[config.mk]
export PLATFORM = sky130hd
export DESIGN_NAME = pingpong_trans_ctrl
export DESIGN_NICKNAME = d
export VERILOG_FILES = /design/src/rtl/pingpong_trans_ctrl.sv
export SDC_FILE = /design/constraint.sdc
export NUM_CORES = 1
export LEC_CHECK = 0
export ABC_AREA = 0
export BUFFER_PORTS_ARGS = -buffer_cell sky130_fd_sc_hd__buf_2
export CAP_MARGIN = 20
export CORE_UTILIZATION = 30
export DETAILED_ROUTE_END_ITERATION = 8
export PLACE_DENSITY = 0.69
export SETUP_SLACK_MARGIN = 0.3
export SYNTH_ARGS = -nofsm -noshare
export SYNTH_HDL_FRONTEND = slang
export SYNTH_SLANG_ARGS = --single-unit
[constraint.sdc]
create_clock -name clk -period 3.2 [get_ports clk]
set_input_delay 0.48 -clock clk [delete_from_list [all_inputs] [get_ports clk]]
set_output_delay 0.48 -clock clk [all_outputs]
set_load 0.05 [all_outputs]
[src/rtl/pingpong_trans_ctrl.sv]
`default_nettype none
// ============================================================================
// Module      : pingpong_trans_ctrl
// Description : Ping-pong matrix transposer controller. A ROWS x COLS matrix
//               arriving row-major on the input stream is written into one
//               single-port RAM bank. Meanwhile the other bank is read
//               column-major and sent to the output stream. The two banks
//               swap roles when a whole matrix has been written or fully
//               drained.
//
// Ports       : clk, rst_n           - clock, asynchronous active-low reset
//               s_valid/s_ready/s_data         - row-major input stream
//               m_valid/m_ready/m_data/m_last  - column-major output stream
//               ramN_en/we/addr/din  - bank N control (N = 0, 1)
//               ramN_dout            - bank N read data, one cycle after read
//
// Revision    : 1.0 - initial release
// ============================================================================
module pingpong_trans_ctrl #(
    parameter int ROWS_LOG2  = 3,
    parameter int COLS_LOG2  = 4,
    parameter int ADDR_WIDTH = 7,
    parameter int DATA_WIDTH = 32
) (
    input  logic                  clk,
    input  logic                  rst_n,

    input  logic                  s_valid,
    output logic                  s_ready,
    input  logic [DATA_WIDTH-1:0] s_data,

    output logic                  m_valid,
    input  logic                  m_ready,
    output logic [DATA_WIDTH-1:0] m_data,
    output logic                  m_last,

    output logic                  ram0_en,
    output logic                  ram0_we,
    output logic [ADDR_WIDTH-1:0] ram0_addr,
    output logic [DATA_WIDTH-1:0] ram0_din,
    input  logic [DATA_WIDTH-1:0] ram0_dout,

    output logic                  ram1_en,
    output logic                  ram1_we,
    output logic [ADDR_WIDTH-1:0] ram1_addr,
    output logic [DATA_WIDTH-1:0] ram1_din,
    input  logic [DATA_WIDTH-1:0] ram1_dout
);

    localparam logic [ROWS_LOG2-1:0] c_ROW_LAST = {ROWS_LOG2{1'b1}};
    localparam logic [COLS_LOG2-1:0] c_COL_LAST = {COLS_LOG2{1'b1}};

    // ------------------------------------------------------------------------
    // State
    // ------------------------------------------------------------------------
    logic [1:0]           r_full;      // bank holds a complete, undrained matrix
    logic                 r_wbank;     // bank currently being written
    logic                 r_rbank;     // bank currently being read
    logic [ROWS_LOG2-1:0] r_wr_row;
    logic [COLS_LOG2-1:0] r_wr_col;
    logic [ROWS_LOG2-1:0] r_rd_row;
    logic [COLS_LOG2-1:0] r_rd_col;
    logic                 r_rd_done;   // every element of the read bank issued
    logic                 r_dbank;     // bank whose dout feeds m_data
    logic                 r_m_valid;
    logic                 r_m_last;

    // ------------------------------------------------------------------------
    // Control decode
    // ------------------------------------------------------------------------
    logic                  w_accept;
    logic                  w_wr_last;
    logic                  w_issue;
    logic                  w_rd_last;
    logic                  w_release;
    logic [1:0]            w_full_set;
    logic [1:0]            w_full_clr;
    logic [ADDR_WIDTH-1:0] w_wr_addr;
    logic [ADDR_WIDTH-1:0] w_rd_addr;

    assign s_ready   = !r_full[r_wbank];
    assign w_accept  = s_valid & s_ready;
    assign w_wr_last = (r_wr_row == c_ROW_LAST) && (r_wr_col == c_COL_LAST);

    // A new read may only be launched when the output register is empty or
    // is being emptied this cycle; while stalled no read is issued, so the
    // RAM dout (and therefore m_data) holds its value.
    assign w_issue   = r_full[r_rbank] & !r_rd_done & (!r_m_valid | m_ready);
    assign w_rd_last = (r_rd_row == c_ROW_LAST) && (r_rd_col == c_COL_LAST);

    // The final element of a matrix leaving the output frees its bank.
    assign w_release = r_m_valid & m_ready & r_m_last;

    assign w_wr_addr = {r_wr_row, r_wr_col};
    assign w_rd_addr = {r_rd_row, r_rd_col};

    // Set needs !full and clear needs full on the same bit, so a bit is
    // never set and cleared together; the two banks can change at once.
    assign w_full_set = (w_accept & w_wr_last) ? (r_wbank ? 2'b10 : 2'b01) : 2'b00;
    assign w_full_clr = w_release              ? (r_rbank ? 2'b10 : 2'b01) : 2'b00;

    // ------------------------------------------------------------------------
    // Write side: row-major counters, column fastest
    // ------------------------------------------------------------------------
    always_ff @(posedge clk or negedge rst_n) begin
        if (!rst_n) begin
            r_wr_row <= '0;
            r_wr_col <= '0;
            r_wbank  <= 1'b0;
        end else if (w_accept) begin
            if (w_wr_last) begin
                r_wr_row <= '0;
                r_wr_col <= '0;
                r_wbank  <= ~r_wbank;
            end else begin
                r_wr_col <= r_wr_col + 1'b1;
                if (r_wr_col == c_COL_LAST) begin
                    r_wr_row <= r_wr_row + 1'b1;
                end
            end
        end
    end

    // ------------------------------------------------------------------------
    // Bank occupancy
    // ------------------------------------------------------------------------
    always_ff @(posedge clk or negedge rst_n) begin
        if (!rst_n) begin
            r_full <= 2'b00;
        end else begin
            r_full <= (r_full | w_full_set) & ~w_full_clr;
        end
    end

    // ------------------------------------------------------------------------
    // Read side: column-major counters, row fastest
    // ------------------------------------------------------------------------
    always_ff @(posedge clk or negedge rst_n) begin
        if (!rst_n) begin
            r_rd_row  <= '0;
            r_rd_col  <= '0;
            r_rd_done <= 1'b0;
            r_rbank   <= 1'b0;
        end else if (w_release) begin
            // The next matrix can issue no earlier than the following cycle
            // because r_rbank only points at it from then on.
            r_rd_row  <= '0;
            r_rd_col  <= '0;
            r_rd_done <= 1'b0;
            r_rbank   <= ~r_rbank;
        end else if (w_issue) begin
            if (w_rd_last) begin
                r_rd_row  <= '0;
                r_rd_col  <= '0;
                r_rd_done <= 1'b1;
            end else begin
                r_rd_row <= r_rd_row + 1'b1;
                if (r_rd_row == c_ROW_LAST) begin
                    r_rd_col <= r_rd_col + 1'b1;
                end
            end
        end
    end

    // ------------------------------------------------------------------------
    // Output register: tracks the element sitting on the RAM dout
    // ------------------------------------------------------------------------
    always_ff @(posedge clk or negedge rst_n) begin
        if (!rst_n) begin
            r_m_valid <= 1'b0;
            r_m_last  <= 1'b0;
            r_dbank   <= 1'b0;
        end else begin
            r_m_valid <= w_issue | (r_m_valid & !m_ready);
            if (w_issue) begin
                r_dbank  <= r_rbank;
                r_m_last <= w_rd_last;
            end else if (w_release) begin
                r_m_last <= 1'b0;
            end
        end
    end

    assign m_valid = r_m_valid;
    assign m_last  = r_m_last;
    assign m_data  = r_dbank ? ram1_dout : ram0_dout;

    // ------------------------------------------------------------------------
    // RAM control. A write targets a non-full bank and a read targets a full
    // one, so both branches never land on the same bank in one cycle.
    // ------------------------------------------------------------------------
    always_comb begin
        ram0_en   = 1'b0;
        ram0_we   = 1'b0;
        ram0_addr = '0;
        ram0_din  = s_data;
        ram1_en   = 1'b0;
        ram1_we   = 1'b0;
        ram1_addr = '0;
        ram1_din  = s_data;

        if (w_accept) begin
            if (r_wbank) begin
                ram1_en   = 1'b1;
                ram1_we   = 1'b1;
                ram1_addr = w_wr_addr;
            end else begin
                ram0_en   = 1'b1;
                ram0_we   = 1'b1;
                ram0_addr = w_wr_addr;
            end
        end

        if (w_issue) begin
            if (r_rbank) begin
                ram1_en   = 1'b1;
                ram1_addr = w_rd_addr;
            end else begin
                ram0_en   = 1'b1;
                ram0_addr = w_rd_addr;
            end
        end
    end

endmodule
`default_nettype wire

==> impl_results.md <==
* DRC viols at 0
* Post-synth net total at 324
* Outcome: completed
* CTS tree: done
* EDFF count, synth at 0
* # hold bufs at CTS at 0
* Clock power frac at 25.6%
* Initial Util at 31.6%
* Die Y at 87.5 um
* First-pass GRT wire length at 9100 um
* Mapped Cells at 218
* Seq pwr share at 38.0%
* Int Pwr at 0.628 mW
* Grt ovf at 0
* Register bit total from synthesis at 22
* Vias in the first global route at 1469
* CP startpoint: m_valid
* Synth unique cells at 41
* Clock Tree Root: clkbuf_8
* Area growth syn-to-layout at 12.4%
* Biggest cell delay along the critical path at 0.54 ns
* Die ar. at 7660 um2
* Flop2flop setup slack at 1.58 ns
* Reg2reg start: r_wbank
* Req. time, crit path at 2.72 ns
* Top_reg_cell synth: dfrtp_1
* Synth top area share at 25.1%
* Cell Chain, Critical Path: nor2b_1, buf_4, nor3_2, a22o_1, buf_2
* Hpwl dp at 6210 um
* Leak Pwr at 1.27 nW
* Cell Area, Synth at 2190 um2
* Overall Power at 1.03 mW
* Setup crit end: ram1_addr[5]
* Final instance area at 2470 um2
* Syn. warnings at 0
* Setup bufs post-CTS at 0
* Worst-Margin Slew at 0.695 ns
* Reg clk slew, reported paths at 0.09 ns
* Final WS setup at 0.683 ns
* TNS Setup at 0 ns
* Cell count along the critical path at 5
* Worst EP arrival at 2.04 ns
* Crit start category: flop
* Post-Place Setup Slack at 0.848 ns
* Max_slew headroom at 53.5%
* Count leader, synth: buf_4
* Pin count of the biggest net entering global routing at 34
* Hold_ws at 0.171 ns
* Register area share after synthesis at 25.1%
* Max VDD drop at 246 uV
* Clk buf depth at 2
* Logic pwr share at 36.4%
* Main area contributors after synthesis: dfrtp_1 (25%), buf_4 (22%), mux2_2 (17%)
* Die width at 87.5 um
* Max-slew violations at 0
* CORE AREA at 6940 um2
* I/O pins at 217
* Worst Skew at 0.00711 ns
* Fin. Hold Viols at 0
* TritonCTS Buffers at 3
* Share of cells above drive strength 1 at 64.6%
* Highest-delay cell along the critical path: nor3_2
* Area leader, netlist: dfrtp_1
* Vias/cell at 4.68
* Crit. End Element: output port
* Net Sw Frac at 38.9%
* Cell area after placement at 2400 um2
* WL final at 7240 um
* Peak Freq at 397 MHz
* Initial antenna violation count at 0
* GR Util All Layers at 17.0%
* Final setup viols at 0
* Final nets at 378
* CP Max Fanout at 9
* RSZ-0062 raised after global routing: no
* Dpl cells at 363
* Skew-Pair Late Insertion Delay at 0.27 ns
* PwrDens at 417 nW/um2
* Drt first pass iters at 4
* Syn avg cell area at 10.1 um2
* Remaining antenna violation count at 0
* Clock sinks at 22
* H-tree depth at 1
* Post-synth ARST share at 100%
* GPL Wtd Cong at 0.800
* Top cells by count, synth: buf_4 (64), mux2_2 (33), dfrtp_1 (22)
* Core Util, Final at 35.5%
* Wire per inst at 19.7 um
* Diodes inserted at 0
* IO buf count at 120
* RR Endpoint: r_wr_row[2]
* Worst min path class: in -> async
* CP Class: reg -> out
* Vias at 1717
* Max-Cap Viols at 0
* Tcrit/Tclk final at 78.7%
* CP bufs+invs at 2
* Iter 0 DRT Violations at 41
* Row cnt at 30
* Post-cts gate resize count at 0
* Non-filler cells, final at 367
* Switch Pwr at 0.400 mW
* Reg2reg path depth at 4
* Crit path time final at 2.52 ns
* Cell class contributing the biggest share of worst-path delay: simple AND/OR/NAND/NOR gates
[routing by layer]
metal | track usage, % | vias up | share of wire [%]
met5 | 0 | - | 0
met4 | 4.92 | 0 | 1.4
met3 | 17.6 | 15 | 22
met2 | 26.1 | 114 | 45
met1 | 15.4 | 777 | 32
li1 | - | 811 | -
[worst min path at each step]
stage                  endpoint  slack, ns  cells after the start
detailed placement    r_full[0]       0.48                      1
finish                r_full[0]       0.17                      1
global route        r_rd_col[0]       0.20                      1
floorplan                m_last       0.18                      0
CTS                   r_full[0]       0.18                      1
global placement        r_wbank       0.47                      1
[registers in the layout, indices dropped and copies added, names as in the netlist]
name / flops
r_wbank: 1
r_dbank: 1
r_rd_col: 4
r_wr_col: 4
r_wr_row: 3
m_last: 1
m_valid: 1
r_full: 2
r_rd_row: 3
r_rd_done: 1
r_rbank: 1
[cell usage in the layout (no fill, tap or decap), types with 2 or more instances in the layout]
master / n
nor4b_4: 2
dfrtp_1: 22
nand3_1: 4
buf_2: 120
and4_1: 2
buf_4: 2
mux2i_1: 3
ha_1: 6
mux2i_4: 2
nand2_1: 10
or2_2: 2
a22o_1: 14
a21oi_1: 3
nor2_1: 10
xnor2_1: 4
a21o_1: 2
clkbuf_8: 3
mux2_2: 33
nor3_1: 2
nor2b_1: 2
mux2_4: 3
[worst reg2reg max path, delay by kind of cell, from the launching register on]
kind,cells,cell delay [ns]
flops,1,0.52
mux,2,0.65
simple gates,2,0.34
[logic make-up after synthesis]
kind of cell | after synthesis | share of synthesized area [%]
xor gates and xnor gates | 4 | 1.60
buffers and inverters | 74 | 24.5
DFF | 22 | 25.1
and+or+nand+nor | 43 | 12.9
adders and majority gates | 6 | 3.42
AOI/OAI and AO/OA | 28 | 10.0
muxes | 41 | 22.4
[power groups by stage]
stage / logic [mW] / clock network [mW] / registers (mW)
final: 0.374 / 0.263 / 0.391
after global routing: 0.400 / 0.281 / 0.397
after CTS: 0.378 / 0.269 / 0.389
after detailed placement: 0.376 / 0 / 0.395
after global placement: 0.366 / 0 / 0.392
after floorplan: 0.500 / 0 / 0.372
[final cells by class]
| class | count | area (um2) |
|---|---|---|
| clock buffers | 3 | 41.3 |
| clock inverters | 1 | 30.0 |
| fillers | 719 | 4480 |
| inverters | 1 | 3.75 |
| multi-input cells | 122 | 1110 |
| flip-flops and latches | 22 | 551 |
| well taps | 96 | 120 |
| repair buffers | 122 | 616 |
(Power assumes the default switching activity.)
